===== src/rtl/video_pkg.sv =====
// Shared constants and state type for the 1bpp framebuffer scan-out path.
package video_pkg;
    localparam int H_VISIBLE      = 640;
    localparam int V_VISIBLE      = 480;
    localparam int V_TOTAL        = 525;
    localparam int WORDS_PER_LINE = H_VISIBLE / 16;
    localparam int ADDR_W         = 23;

    typedef enum logic {IDLE, REQ} fetch_state_e;
endpackage


===== src/rtl/video_line_buffer.sv =====
// Ping-pong line store: two banks of WORDS x 16, one write port, one registered read port.
module video_line_buffer #(
    parameter int WORDS = 40,
    parameter int IW    = $clog2(WORDS)
) (
    input  logic          clk,
    input  logic          we_i,
    input  logic          wr_bank_i,
    input  logic [IW-1:0] wr_idx_i,
    input  logic [15:0]   wr_data_i,
    input  logic          rd_bank_i,
    input  logic [IW-1:0] rd_idx_i,
    output logic [15:0]   rd_data_o
);
    localparam int DEPTH = 2 * WORDS;
    localparam int AW    = $clog2(DEPTH);

    logic [15:0]   mem_q [DEPTH];
    logic [AW-1:0] wr_addr, rd_addr;

    // bank 1 is stacked above bank 0, so the bank select is an offset add
    assign wr_addr = wr_bank_i ? AW'(WORDS) + AW'(wr_idx_i) : AW'(wr_idx_i);
    assign rd_addr = rd_bank_i ? AW'(WORDS) + AW'(rd_idx_i) : AW'(rd_idx_i);

    always_ff @(posedge clk) begin
        if (we_i) mem_q[wr_addr] <= wr_data_i;
        rd_data_o <= mem_q[rd_addr];
    end
endmodule


===== src/rtl/video_scanout.sv =====
// Fetches the next display line into a ping-pong buffer and streams 1bpp pixels
// with sync/visible realigned to the 2-cycle read pipeline.
module video_scanout
    import video_pkg::*;
(
    input  logic              clk,
    input  logic              reset,
    input  logic [15:0]       x,
    input  logic [15:0]       y,
    input  logic              hsync,
    input  logic              vsync,
    input  logic              visible,
    input  logic [23:0]       fb_base,
    output logic              mem_req,
    output logic [ADDR_W-1:0] mem_addr,
    input  logic              mem_ack,
    input  logic [15:0]       mem_data,
    input  logic              underrun_clr,
    output logic              pixel_out,
    output logic              hsync_out,
    output logic              vsync_out,
    output logic              visible_out,
    output logic              underrun
);
    localparam int IW = $clog2(WORDS_PER_LINE);

    fetch_state_e      state_q, state_d;
    logic [IW-1:0]     idx_q, idx_d;
    logic [ADDR_W-1:0] addr_q, addr_d, line_start_q, line_start_d, ls_next;
    logic              bank_q, bank_d, line0_q, line0_d;
    logic              primed_q, primed_d, underrun_q, underrun_d;
    logic              trig, tgt_vis, we;
    logic [15:0]       tgt;
    logic              unused_fb;

    assign unused_fb = fb_base[0];
    assign trig      = (x == 16'd0);
    assign tgt       = (y == 16'(V_TOTAL - 1)) ? 16'd0 : y + 16'd1;
    assign tgt_vis   = (tgt < 16'(V_VISIBLE));
    // line 0 reloads the base; every later line is a running sum
    assign ls_next   = (tgt == 16'd0) ? fb_base[23:1] : line_start_q + ADDR_W'(WORDS_PER_LINE);

    always_comb begin
        state_d      = state_q;
        idx_d        = idx_q;
        addr_d       = addr_q;
        line_start_d = line_start_q;
        bank_d       = bank_q;
        line0_d      = line0_q;
        primed_d     = primed_q;
        we           = 1'b0;
        underrun_d   = underrun_q & ~underrun_clr;
        if (trig) begin
            // a trigger always wins over a same-cycle ack
            if (state_q == REQ) underrun_d = 1'b1;
            if (tgt_vis) begin
                state_d      = REQ;
                idx_d        = '0;
                addr_d       = ls_next;
                line_start_d = ls_next;
                bank_d       = tgt[0];
                line0_d      = (tgt == 16'd0);
            end else begin
                state_d = IDLE;
            end
        end else if (state_q == REQ && mem_ack) begin
            we     = 1'b1;
            idx_d  = idx_q + 1'b1;
            addr_d = addr_q + 1'b1;
            if (idx_q == IW'(WORDS_PER_LINE - 1)) begin
                state_d = IDLE;
                if (line0_q) primed_d = 1'b1;
            end
        end
    end

    always_ff @(posedge clk or negedge reset) begin
        if (!reset) begin
            state_q      <= IDLE;
            idx_q        <= '0;
            addr_q       <= '0;
            line_start_q <= '0;
            bank_q       <= 1'b0;
            line0_q      <= 1'b0;
            primed_q     <= 1'b0;
            underrun_q   <= 1'b0;
        end else begin
            state_q      <= state_d;
            idx_q        <= idx_d;
            addr_q       <= addr_d;
            line_start_q <= line_start_d;
            bank_q       <= bank_d;
            line0_q      <= line0_d;
            primed_q     <= primed_d;
            underrun_q   <= underrun_d;
        end
    end

    assign mem_req  = (state_q == REQ);
    assign mem_addr = addr_q;
    assign underrun = underrun_q;

    logic [11:0]   wsel;
    logic [IW-1:0] rd_idx;
    logic [15:0]   rd_data;
    logic [3:0]    bit_q;
    logic          vis1_q, hs1_q, vs1_q;
    logic          pix2_q, vis2_q, hs2_q, vs2_q;

    // clamp off-screen columns so the read never leaves the array
    assign wsel   = x[15:4];
    assign rd_idx = (wsel < 12'(WORDS_PER_LINE)) ? wsel[IW-1:0] : '0;

    video_line_buffer #(.WORDS(WORDS_PER_LINE), .IW(IW)) u_lbuf (
        .clk       (clk),
        .we_i      (we),
        .wr_bank_i (bank_q),
        .wr_idx_i  (idx_q),
        .wr_data_i (mem_data),
        .rd_bank_i (y[0]),
        .rd_idx_i  (rd_idx),
        .rd_data_o (rd_data)
    );

    always_ff @(posedge clk or negedge reset) begin
        if (!reset) begin
            bit_q  <= '0;
            vis1_q <= 1'b0;
            hs1_q  <= 1'b0;
            vs1_q  <= 1'b0;
            pix2_q <= 1'b0;
            vis2_q <= 1'b0;
            hs2_q  <= 1'b0;
            vs2_q  <= 1'b0;
        end else begin
            bit_q  <= x[3:0];
            vis1_q <= visible;
            hs1_q  <= hsync;
            vs1_q  <= vsync;
            // MSB of each word is the leftmost pixel
            pix2_q <= rd_data[4'd15 - bit_q] & vis1_q & primed_q;
            vis2_q <= vis1_q;
            hs2_q  <= hs1_q;
            vs2_q  <= vs1_q;
        end
    end

    assign pixel_out   = pix2_q;
    assign hsync_out   = hs2_q;
    assign vsync_out   = vs2_q;
    assign visible_out = vis2_q;
endmodule


===== config.mk =====
export PLATFORM = sky130hd
export DESIGN_NAME = video_scanout
export DESIGN_NICKNAME = d
export VERILOG_FILES = /design/src/rtl/video_pkg.sv /design/src/rtl/video_line_buffer.sv /design/src/rtl/video_scanout.sv
export SDC_FILE = /design/constraint.sdc
export NUM_CORES = 2
export LEC_CHECK = 0
export CORE_MARGIN = 10
export CORE_UTILIZATION = 36
export DETAILED_ROUTE_END_ITERATION = 12
export GPL_ROUTABILITY_DRIVEN = 0
export GPL_TIMING_DRIVEN = 0
export PLACE_DENSITY_LB_ADDON = 0.1
export SLEW_MARGIN = 20
export SYNTH_ARGS = -nofsm -noshare
export SYNTH_HDL_FRONTEND = slang
export SYNTH_SLANG_ARGS = --single-unit

===== constraint.sdc =====
create_clock -name clk -period 3.2 [get_ports clk]
set_input_delay 0.64 -clock clk [delete_from_list [all_inputs] [get_ports clk]]
set_output_delay 0.64 -clock clk [all_outputs]
set_load 0.01 [all_outputs]

* After elaboration in Yosys (flattened, before gate mapping) *
Memory sizes are Yosys's and may differ from the RTL's. A register that Yosys moved wholly into a read port is not among the register bits.
Index checks and enable logic that the tools add are counted.

operators by class
  add/subtract/negate cells = 7
  order comparisons = 3
  equal/unequal tests = 3
  muxes and demuxes = 23
  bitwise gates (word level) = 5
  reduce and logical (&&, ||, !) cells = 9

operators by type and width
  cell                   number
  $mux 23                4
  $logic_not 16->1       2
  $mux 6                 4
  $add 23x1->23 const B  1
  $add 23x6->23 const B  1
  $add 16x1->16 const B  1
  $eq 16x10->1 const B   1
  $lt 16x9->1 const B    1
  $mux 16                1
  $add 6x6->7 const A    2
  $mux 7                 2
  $lt 12x6->1 const B    1
  $mux 1                 11
  $add 6x1->6 const B    1
  $eq 6x6->1 const B     1
  $reduce_and 2->1       3
  $lt 4x5->1 const B     1
  $bmux 1 s4             1
  $reduce_and 4->1       1
  $reduce_bool 2->1      2
  $sub 4x4->4 const A    1
  $and 1x1->1            3
  $ne 2x1->1 const B     1
  $not 1->1              2
  $logic_and 1x1->1      1

storage, ports and cells
  flip-flop bits (word level) = 68
  RAM bits = 1280
  input bits = 79
  output and inout bits = 29
  word-level logic and storage cells = 67
  memories = 1

memories
  memory        depth  width  rd ports  clocked after memory_dff  wr ports  line                     source
  u_lbuf.mem_q  80     16     1         1                         1         video_line_buffer.sv:18  logic [15:0] mem_q [DEPTH];

* Logic depth before layout (Yosys ltp) *
  depth after elaboration = 6
  depth in mapped cells = 12

* Cells and area by module *
From an unflattened synthesis, not the netlist that was laid out.

second synthesis, totals
  cells, all modules = 2629
  area total of the unflattened synthesis = 54325.9 um2

modules (own cells, without submodules)
  module             instances  cells an instance  area an instance (um2)
  video_line_buffer  1          2147               49764.0
  video_scanout      1          482                4561.9

* Worst setup path after synthesis *
Ideal clock, no wire load.

  kind = input -> register
  from = input port x[6]
  to = memory u_lbuf.mem_q[70][0] (enable)
  library setup time = 0.389 ns
  arrival time = 3.092 ns
  required time = 2.811 ns
  path slack = -0.280 ns
  stages = 9
  buffers on the path = 4
  cell sequence = clkbuf_1 or3_1 clkbuf_1 or4_1 o21a_1 clkbuf_1 buf_1 nand4b_1 nor2_1

on the way
  longest elaborated chain between the ends = 4

RTL lines
  what                          line                     source
  start, declared               video_scanout.sv:8       input logic [15:0] x,
  $logic_not 16->1              video_scanout.sv:37      assign trig = (x == 16'd0);
  $mux 1                        video_scanout.sv:53      if (trig) begin
  $mux 1                        video_line_buffer.sv:26  if (we_i) mem_q[wr_addr] <= wr_data_i;
  $mux 1 (not written as such)  video_line_buffer.sv:26
  end, declared                 video_line_buffer.sv:18

Every way passes these cells.

* Worst setup path after layout *
  from = input port x[4]
  to = register u_lbuf.rd_data_o[15], read port of u_lbuf.mem_q

on the way
  longest elaborated chain between the ends = 4

RTL lines
  what           line                     source
  $lt 12x6->1    video_scanout.sv:112     assign rd_idx = (wsel < 12'(WORDS_PER_LINE)) ? wsel[IW-1:0] : '0;
  $mux 6 *       video_scanout.sv:112
  $add 6x6->7    video_line_buffer.sv:23  assign rd_addr = rd_bank_i ? AW'(WORDS) + AW'(rd_idx_i) : AW'(rd_idx_i);
  $mux 7 *       video_line_buffer.sv:23
  end, declared  video_line_buffer.sv:13  output logic [15:0] rd_data_o

Mark *: on every way between the ends. The rest lies on a longest branch, timed or not.
A chain may end at the register's enable or synchronous reset.

==> flow_summary.yaml <==
setup_path:
  required_ns: 3.94
  crit_fanout: 10
  cp-start-kind: "primary input"
  critical_path_arrival_ns: 4.08
  r2r_start: "idx_q[3]"
  end_kind: "register"
  path_class: "in2reg"
  crit_start: "x[4]"
  reg2reg_slack_ns: 0.17
power_and_ir_drop:
  power_leakage_nw: 21.9
  p_per_area_nw_per_um2: 602
  power_mw: 40.3
  ir_worst_vdd_v: 0.000515
floorplan:
  pin_count: 108
  dieArea_um2: 167000
  coreArea_um2: 150000
  die_h_um: 408
  start_util: 0.362
  rows: 142
  fp.dieW_um: 408
sta:
  relSlewSlack: 0.208
  fin_skew_ns: 0.0361
  maxSlewViolCount: 0
  finalSetupTns_ns: -0.329
  finalHoldViolCount: 0
  worst_slack_ns: -0.139
  fin_crit_sh: 1.04
  period_minus_slack_ns: 3.34
  finalSetupViolCount: 13
  clock.fmax_mhz: 299
  whs_ns: 0.247
  worst-slew-pin-transition_ns: 1.19
synthesis:
  synth_common_cells: "edfxtp_1, nor2_1, nand2_1, clkbuf_1, mux2i_1"
  syn_inst: 3537
  async_flop_share: 0.0499
  yosysMostFrequentCell: "edfxtp_1"
  synth.area.top_cells: "edfxtp_1, dfrtp_1, mux2i_1, nor2_1, nand2_1"
  avgSynthCellArea_um2: 15.4
  synth-main-ff-cell: "edfxtp_1"
  synth.distinct_cells: 89
  yosysTopAreaCell: "edfxtp_1"
  synth-seq-area-share: 0.745
  ys_warn_count: 0
  synth_edf_count: 1280
  yosysTopAreaCellShare: 0.708
  yosys_register_bits: 1364
  syn_area_um2: 54300
  syn_nets: 3623
outcome:
  outcome: "complete, but fails checks"
  failed_checks: "setup timing"
cts:
  clk_pin_slew_ns: 0.06
  root_buffer: "clkbuf_16"
  tritoncts: "done"
  cts_max_path_buffers: 3
  cts-buffers-inserted: 149
  clock_latency_ns: 0.80
  ctsHtreeMaxLevel: 4
  numClockSinks: 1364
detailed_routing:
  ant_nets: 0
  vias_per_cell: 6.02
  dr.pass1.iters: 5
  totalWireLength_mm: 227
  post_drt_wl_per_cell_um: 37.2
  via_count: 36587
  drc: 0
  drt-initial-drc-count: 5463
place:
  port_buffers: 103
  post-place-ws_ns: -3.58
  hpwlAfterDp_mm: 154
run:
  max_cap_violations: 0
global_route:
  grtUsageTotal: 0.263
  overflow: 0
  grt_pass1_vias: 34338
  grt_max_degree: 64
  antenna_found_initial: 6
  grt_pass1_wl_mm: 303
hold_path:
  hold_start: "mem_data[3]"
  hold_path_class: "in2reg"
finish:
  nFillCells: 13458
  utilization: 0.447
  layout-drive-gt1-share: 0.224
  area_growth_pct: 23.3
  nets: 4027
-- area by class of cell --
cell class / instances / area [µm²] / area share
flip-flops and latches: 1364 / 40500 / 0.604
multi-input cells: 1905 / 14200 / 0.212
clock buffers: 203 / 4110 / 0.0614
repair buffers: 259 / 3260 / 0.0487
well taps: 2016 / 2520 / 0.0377
plain buffers: 228 / 1750 / 0.0261
clock inverters: 69 / 536 / 0.00800
inverters: 34 / 130 / 0.00194
diodes: 4 / 10.0 / 0.000149
-- report_power, final --
group	switching [mW]	internal (mW)
registers	0.145	20.0
clock network	7.33	9.49
logic	2.44	0.915
-- layout by cell type (no fill, tap or decap), types with 42 or more instances in the layout --
cell type        instances
a211oi_1                47
a21oi_1                 99
a22o_1                  44
a22oi_1                 72
buf_12                  42
buf_4                  107
buf_6                   51
clkbuf_1                74
clkbuf_16              156
clkbuf_2                49
clkdlybuf4s50_1         76
dfrtp_1                 68
edfxtp_1              1280
mux2i_1                132
nand2_1                224
nand3_1                 70
nand4_1                 45
nor2_1                 184
nor2_4                  68
nor3_1                  43
o211ai_1                46
o21ai_0                 89
o221ai_1                72
-- cell families (layout without fill, tap and decap cells) --
logic type | after synthesis | after routing | synth area share
other | 0 | 4 | 0
DFF | 1364 | 1364 | 0.745
muxes | 182 | 182 | 0.0356
buffers and inverters | 268 | 793 | 0.0217
and+or+nand+nor | 849 | 849 | 0.0753
AOI/OAI and AO/OA | 839 | 839 | 0.116
adders and majority gates | 7 | 7 | 0.00161
xor gates and xnor gates | 28 | 28 | 0.00451
-- metal layers --
layer / part of all wire / global-route usage
met2: 0.43 / 0.388
met5: 0 / 0
met4: 0.037 / 0.0890
met1: 0.43 / 0.378
met3: 0.10 / 0.0610
-- critical path: stages --
cell and delay (ns):
dlygate4sd2_1 0.38, buf_4 0.28, inv_1 0.15, clkbuf_1 0.55, clkbuf_1 0.81, o2111ai_1 0.42
nand4_1 0.25, o31ai_4 0.15, o22ai_1 0.22, and3_1 0.19
-- state kept, by name, indices dropped and copies added (netlist names) --
| name | count |
|---|---|
| vsync_out | 1 |
| visible_out | 1 |
| primed_q | 1 |
| bank_q | 1 |
| hs1_q | 1 |
| u_lbuf.mem_q | 1280 |
| bit_q | 4 |
| mem_addr | 23 |
| vis1_q | 1 |
| line_start_q | 23 |
| hsync_out | 1 |
| underrun | 1 |
| vs1_q | 1 |
| line0_q | 1 |
| pixel_out | 1 |
| idx_q | 6 |
| mem_req | 1 |
| u_lbuf.rd_data_o | 16 |
-- stage by stage --
stage,instances,cell area [µm²]
finish,6082,67000
floorplan,3537,54500
global route,6078,67000
global placement,5656,58000
CTS,6060,66500
detailed placement,5720,59600
-- final timing paths --
kind | depth (start not counted) | end
max | 10 | u_lbuf.rd_data_o[15]
min | 1 | u_lbuf.mem_q[74][3]
max reg2reg | 7 | u_lbuf.mem_q[25][6]
min reg2reg | 0 | vsync_out
max in group asynchronous | 3 | line_start_q[20]
min in group asynchronous | 2 | visible_out
-- timing repair --
item                                    4_1_cts  5_1_grt
cloned                                        0        1
pin swaps                                    56       18
gates resized for setup                     406       87
endpoints found under the setup margin     1353      169
endpoints found under the hold margin        36        0
hold buffers                                  1        0
buffers inserted                             73       17
(Power assumes the default switching activity.)
